### src/rtl/alu_seq_host.sv
// alu_seq_host: sequences one request into a nibble-serial ALU
// and returns its result, flags, or a timeout indication.
module alu_seq_host #(
  parameter int TIMEOUT_CYCLES = 8
) (
  input  logic       clk,
  input  logic       reset_n,
  input  logic       req_valid,
  output logic       req_ready,
  input  logic [3:0] req_op1,
  input  logic [3:0] req_op2,
  input  logic [3:0] req_opcode,
  output logic       alu_reset,
  output logic [3:0] alu_data,
  input  logic [3:0] alu_result,
  input  logic [3:0] alu_flags,
  output logic       rsp_valid,
  input  logic       rsp_ready,
  output logic [3:0] rsp_result,
  output logic [2:0] rsp_flags,
  output logic       rsp_timeout
);

  localparam logic [2:0] IDLE    = 3'd0;
  localparam logic [2:0] CLR     = 3'd1;
  localparam logic [2:0] SEND_A  = 3'd2;
  localparam logic [2:0] SEND_B  = 3'd3;
  localparam logic [2:0] SEND_OP = 3'd4;
  localparam logic [2:0] WAIT    = 3'd5;
  localparam logic [2:0] RESP    = 3'd6;

  localparam logic [3:0] TMO = 4'(TIMEOUT_CYCLES);

  logic [2:0] state;
  logic [3:0] cnt;
  logic [3:0] cnt_nxt;
  logic       live;
  logic [3:0] op1_q;
  logic [3:0] op2_q;
  logic [3:0] opc_q;
  logic       done;

  assign cnt_nxt = cnt + 4'd1;
  assign done    = alu_flags[0];

  // live holds the ALU in reset and blocks requests until the
  // first clock edge after reset is released
  always_ff @(posedge clk or negedge reset_n) begin
    if (!reset_n) begin
      state       <= IDLE;
      cnt         <= '0;
      live        <= 1'b0;
      op1_q       <= '0;
      op2_q       <= '0;
      opc_q       <= '0;
      rsp_result  <= '0;
      rsp_flags   <= '0;
      rsp_timeout <= 1'b0;
    end else begin
      live <= 1'b1;
      unique case (state)
        IDLE: begin
          if (req_valid && live) begin
            op1_q <= req_op1;
            op2_q <= req_op2;
            opc_q <= req_opcode;
            state <= CLR;
          end
        end
        CLR:    state <= SEND_A;
        SEND_A: state <= SEND_B;
        SEND_B: state <= SEND_OP;
        SEND_OP: begin
          cnt   <= '0;
          state <= WAIT;
        end
        WAIT: begin
          cnt <= cnt_nxt;
          if (done) begin
            rsp_result  <= alu_result;
            rsp_flags   <= alu_flags[3:1];
            rsp_timeout <= 1'b0;
            state       <= RESP;
          end else if (cnt_nxt == TMO) begin
            rsp_result  <= '0;
            rsp_flags   <= '0;
            rsp_timeout <= 1'b1;
            state       <= RESP;
          end
        end
        RESP: begin
          if (rsp_ready) state <= IDLE;
        end
        default: state <= IDLE;
      endcase
    end
  end

  // nibble bus driver: operands only in the three send states
  always_comb begin
    alu_data = '0;
    unique case (1'b1)
      state == SEND_A:  alu_data = op1_q;
      state == SEND_B:  alu_data = op2_q;
      state == SEND_OP: alu_data = opc_q;
      default:          alu_data = '0;
    endcase
  end

  assign alu_reset = !live || (state == CLR);
  assign req_ready = live && (state == IDLE);
  assign rsp_valid = (state == RESP);

endmodule
### config.mk
export PLATFORM = sky130hd
export DESIGN_NAME = alu_seq_host
export DESIGN_NICKNAME = d
export VERILOG_FILES = /design/src/rtl/alu_seq_host.sv
export SDC_FILE = /design/constraint.sdc
export NUM_CORES = 1
export LEC_CHECK = 0
export ABC_AREA = 0
export BUFFER_PORTS_ARGS = -buffer_cell sky130_fd_sc_hd__buf_2
export CAP_MARGIN = 25
export CORE_UTILIZATION = 29
export CTS_BUF_LIST = sky130_fd_sc_hd__clkbuf_8
export DETAILED_ROUTE_END_ITERATION = 8
export GPL_TIMING_DRIVEN = 0
export PLACE_DENSITY_LB_ADDON = 0.2
export SKIP_LAST_GASP = 1
export SLEW_MARGIN = 10
export SYNTH_ARGS = -nofsm -noshare
export SYNTH_HDL_FRONTEND = slang
export SYNTH_SLANG_ARGS = --single-unit
### constraint.sdc
create_clock -name clk -period 2.09 [get_ports clk]
set_clock_uncertainty 0.15 [all_clocks]
set_input_delay 0.1045 -clock clk [delete_from_list [all_inputs] [get_ports clk]]
set_output_delay 0.1045 -clock clk [all_outputs]
set_load 0.02 [all_outputs]
# After elaboration in Yosys (flattened, before gate mapping)
# Cells that the tools add are included.
# W data, S select, Z words.
# totals
ram_bits,0
reg_bits,28
mem_bits_ro,0
wordCells,43
in_bits,24
memories,0
latchBits,0
# op_classes
addsub,1
bitwise,0
multipliers,0
eq_ne,10
div,0
shifts,0
muxes,13
magnitude_cmp,0
reduce_logical,10
# ops
cell,count
$pmux W3 S7,1
$mux W3,6
$pmux W4 S3,1
$eq A3 B3 Y1 const B,3
$mux W4,2
$pmux W4 S2,1
$eq A3 B2 Y1 const B,2
$add A4 B1 Y4 const B,1
$eq A4 B4 Y1 const B,1
$reduce_and A2 Y1,2
$reduce_bool A2 Y1,2
$eq A3 B1 Y1 const B,1
$logic_not A3 Y1,1
$ne A3 B3 Y1 const B,1
$reduce_and A3 Y1,1
$logic_and A1 B1 Y1,2
$mux W1,2
$ne A2 B1 Y1 const B,1
$ne A2 B2 Y1 const B,1
$logic_not A1 Y1,1
$logic_or A1 B1 Y1,1

# Depth between registers and ports, before layout
# logic_depth
word_depth,5
mapped_depth,5
mapped_depth_nobuf,4

# Worst setup path after synthesis
# Ideal clock, no wire load.
# synth_path
kind,reg2reg
from,register state[2]
to,register op1_q[0]
synth_period_minus_slack_ns,1.726
setup_slack_ns,0.364
arrival_ns,1.451
t_required_ns,1.815
setup_time_ns,0.125
path_stages_with_launch,5
path_cell_list,dfrtp_1 nor4b_4 nand2_2 buf_6 mux2_4
# synth_via
elab_chain_cells,2
# synth_lines
item,line,text
from (decl),34,logic [2:0] state;
from (signal assigned),50,state <= IDLE;
from (signal assigned),67,state <= CLR;
from (signal assigned),70,CLR: state <= SEND_A;
$logic_not A3 Y1,61,unique case (state)
$reduce_and A2 Y1 (no source line),n/a,
to (signal assigned),64,op1_q <= req_op1;
to (decl),38,logic [3:0] op1_q;
# Every way passes these cells.
# A chain may end at the register's enable or synchronous reset.

# Final worst setup path
# layout_path
from,register state[0]
to,output port alu_data[1]
# layout_via
elab_chain_cells,2
word_cells_on_any_way,4
# layout_lines
item,line,text
$eq A3 B3 Y1 (tied with other cells),105,state == SEND_OP: alu_data = opc_q;
$pmux W4 S3 *,102,unique case (1'b1)
to (decl),14,"output logic [3:0] alu_data,"
# Every way passes the cells marked *; elsewhere a longest branch is shown, timed or not.

==> impl_metrics.csv <==
group,metric,value,unit
clock_network,cts_max_level,1,
clock_network,cts_tree,"yes",
yosys,yosys_warnings,0,
power_and_ir_drop,p_int,0.00155,W
power_and_ir_drop,power.switching,0.000887,W
drt,drc_errors,0,
drt,via_count,1132,
worst_setup_path,cpPeakStageDelay,440,ps
worst_setup_path,cp-start-kind,"flop",
timing,fmax,516,MHz
global_route,grt_pass1_wl,5040,um
place,hpwl,2190,um
yosys,synth_fp_nets,153,
global_route,grt_max_degree,29,
timing,worst_pin_slew,629,ps
floorplan,start_util,31.0,%
floorplan,dieArea,5060,um^2
drt,finalWirelength,3030,um
yosys,synthArstFlopShare,100,%
global_route,grt_antenna_before_repair,0,
drt,drt_iter0_drc,63,
timing,hold_viol_final,0,
timing,rsz0062_at_grt,"no",
global_route,grt.total_usage,12.4,%
worst_setup_path,criticalPathCategory,"reg2out",
timing,fin_tns_setup,0,ps
timing,max_slew_margin,58.1,%
yosys,synth_area,1390,um^2
power_and_ir_drop,ir_drop,0.000495,V
worst_setup_path,cp.arrival,1680,ps
drt,first_pass_iters,6,
timing,period_share,92.7,%
timing,setup_ws,153,ps
clock_network,clk_pin_slew,90,ps
place,place_ws,370,ps
yosys,avgSynthCellArea,10.8,um^2
floorplan,ios,39,
timing,finalSetupViolations,0,
power_and_ir_drop,p_leak,0.953,nW
drt,routed_via_density,4.64,
yosys,ys_seq_elements,28,
power_and_ir_drop,p_seq_share,39.2,%
clock_network,cts_buffers,3,
cells_and_area,area_delta_synth_final,40.2,%
yosys,synth_cell_types,32,
power_and_ir_drop,total_power,0.00243,W
min_path,worstHoldEndpoint,"opc_q[3]",
worst_setup_path,regToRegStartpoint,"state[2]",
power_and_ir_drop,power_frac_clock,17.3,%
drt,avgRoutedWirePerCell,12.4,um
worst_setup_path,timing.rr.end,"opc_q[1]",
timing,fin_crit,1940,ps
worst_setup_path,path_common_cell,"clkbuf_4",
worst_setup_path,critPathRequiredTime,1840,ps
drt,antenna_left,0,
yosys,yosysSeqAreaShare,50.6,%
place,gp_congestion,0.803,
clock_network,cts_root_buf,"clkbuf_8",
clock_network,cts.sinks,28,
timing,fin_hold_ws,64.0,ps
worst_setup_path,endpoint_kind,"output port",
worst_setup_path,crit_chain,"clkbuf_4, clkbuf_4, mux2i_1, o21ai_0, buf_2",
cells_and_area,nets,218,
power_and_ir_drop,comb_power_share,43.5,%
cells_and_area,diodes,0,
worst_setup_path,r2r_cells,4,
min_path,hold_depth,3,
power_and_ir_drop,netSwitchingFraction,36.5,%
global_route,overflow,0,
floorplan,die_y,71.1,um
floorplan,num_rows,24,
worst_setup_path,rrSetupSlack,480,ps
min_path,hold_class,"in2reg",
clock_network,insertion_delay,270,ps
worst_setup_path,cpMaxStageDelayCell,"dfrtp_1",
run_status,outcome,"finished clean",
global_route,grt_pass1_vias,1156,
floorplan,core,4470,um^2
yosys,synth_edf_count,0,
floorplan,die_x,71.1,um
yosys,synth-main-ff-cell,"dfrtp_1",
place,io_buffers,38,
min_path,min_from,"req_valid",
worst_setup_path,critPathMaxFanout,10,
yosys,syn_inst,128,
clock_network,postCtsSetupBuffers,0,
clock_network,clk_path_buf_depth,2,
run,maxCapViolCount,0,
timing,timing.final.max_slew_violations,0,
power_and_ir_drop,power.density,1250,nW/um^2
cells_and_area,drive_gt1_share,32.3,%
## logic make-up after synthesis
| logic type | synth area share (%) |
|---|---|
| AND/OR/NAND/NOR | 18.3 |
| flip-flops | 50.6 |
| AO/OA/AOI/OAI | 11.5 |
| multiplexers | 15.4 |
| buffers and inverters | 2.44 |
| adder cells (fa/ha/maj) | 0.903 |
| other | 0.271 |
| XOR/XNOR | 0.632 |
## synth_stat cells (all sizes together), types with 2 or more instances
library cell  number  area, um^2
and3b              3        26.3
a21oi              3        15.0
nor2b              2        12.5
nand2b             4        25.0
nand2             30         115
buf                4        26.3
o21ai             17        85.1
mux2              12         173
nor2               2        7.51
clkbuf             2        7.51
dfrtp             28         701
mux2i              4        40.0
## power by group through the flow
stage / sequential (W) / combinational (W) / clock, W
6_report: 0.000954 / 0.00106 / 0.000420
2_1_floorplan: 0.000999 / 0.000680 / 0
5_1_grt: 0.000995 / 0.00116 / 0.000466
3_5_place_dp: 0.000965 / 0.00102 / 0
4_1_cts: 0.000954 / 0.00106 / 0.000437
3_3_place_gp: 0.000949 / 0.000999 / 0
## sequential cells by signal, indices dropped and copies added (netlist names)
register / count
opc_q: 4
rsp_result: 4
rsp_timeout: 1
cnt: 4
op2_q: 4
live: 1
rsp_flags: 3
op1_q: 4
state: 3
## cells in the final DEF (no fill, tap or decap), drive strengths merged, types with 2 or more instances in the layout
cell,count
buf,40
clkbuf,7
nand2,30
mux2i,4
dlygate4sd3,22
a21oi,3
nor2b,2
nand2b,4
mux2,12
o21ai,17
dfrtp,28
and3b,3
nor2,2
## area by class of cell
class	instances	area, um^2
Multi-Input combinational cell	94	656
Sequential cell	28	701
Fill cell	429	2530
Buffer	6	38.8
Timing Repair Buffer	60	410
Clock inverter	1	30.0
Tap cell	52	65.1
Clock buffer	3	41.3
## metal layers
layer / vias to the layer above / GRT usage (%) / share of wire (%)
met1: 541 / 15.5 / 46
met2: 21 / 22.0 / 49
met4: 0 / 2.89 / 1.2
met5: - / 0 / 0
met3: 4 / 2.71 / 3.6
li1: 566 / - / -
## timing repair
| item | in CTS | in global routing |
|---|---|---|
| endpoints found under the setup margin | 0 | 4 |
| hold endpoints to repair | 49 | 0 |
| hold buffers | 22 | 0 |
| resized for setup | 0 | 3 |
## critical path, delay by kind of cell, from the launching register on
family | cells | cell delay, ps
buffers and inverters | 3 | 640
DFF | 1 | 440
muxes | 1 | 230
AOI/OAI and AO/OA | 1 | 90
## worst max-delay path by stage
stage                        endpoint      from  depth (start not counted)  slack, ps
after global routing      alu_data[0]  state[1]                          5         30
after CTS                 alu_data[2]  state[1]                          5         50
after floorplan              op1_q[0]  state[2]                          4        360
after global placement    alu_data[1]  state[1]                          5        350
final                     alu_data[1]  state[0]                          5        150
after detailed placement  alu_data[3]  state[1]                          5        370
## metrics by stage
stage | std cells | cell area (um^2) | util [%]
after floorplan | 128 | 1390 | -
after global placement | 218 | 1640 | 36.7
after detailed placement | 218 | 1640 | 36.7
after CTS | 244 | 1930 | 43.2
after global routing | 244 | 1940 | 43.4
final | 244 | 1940 | 43.4
Power figures use the tool's default switching activity.
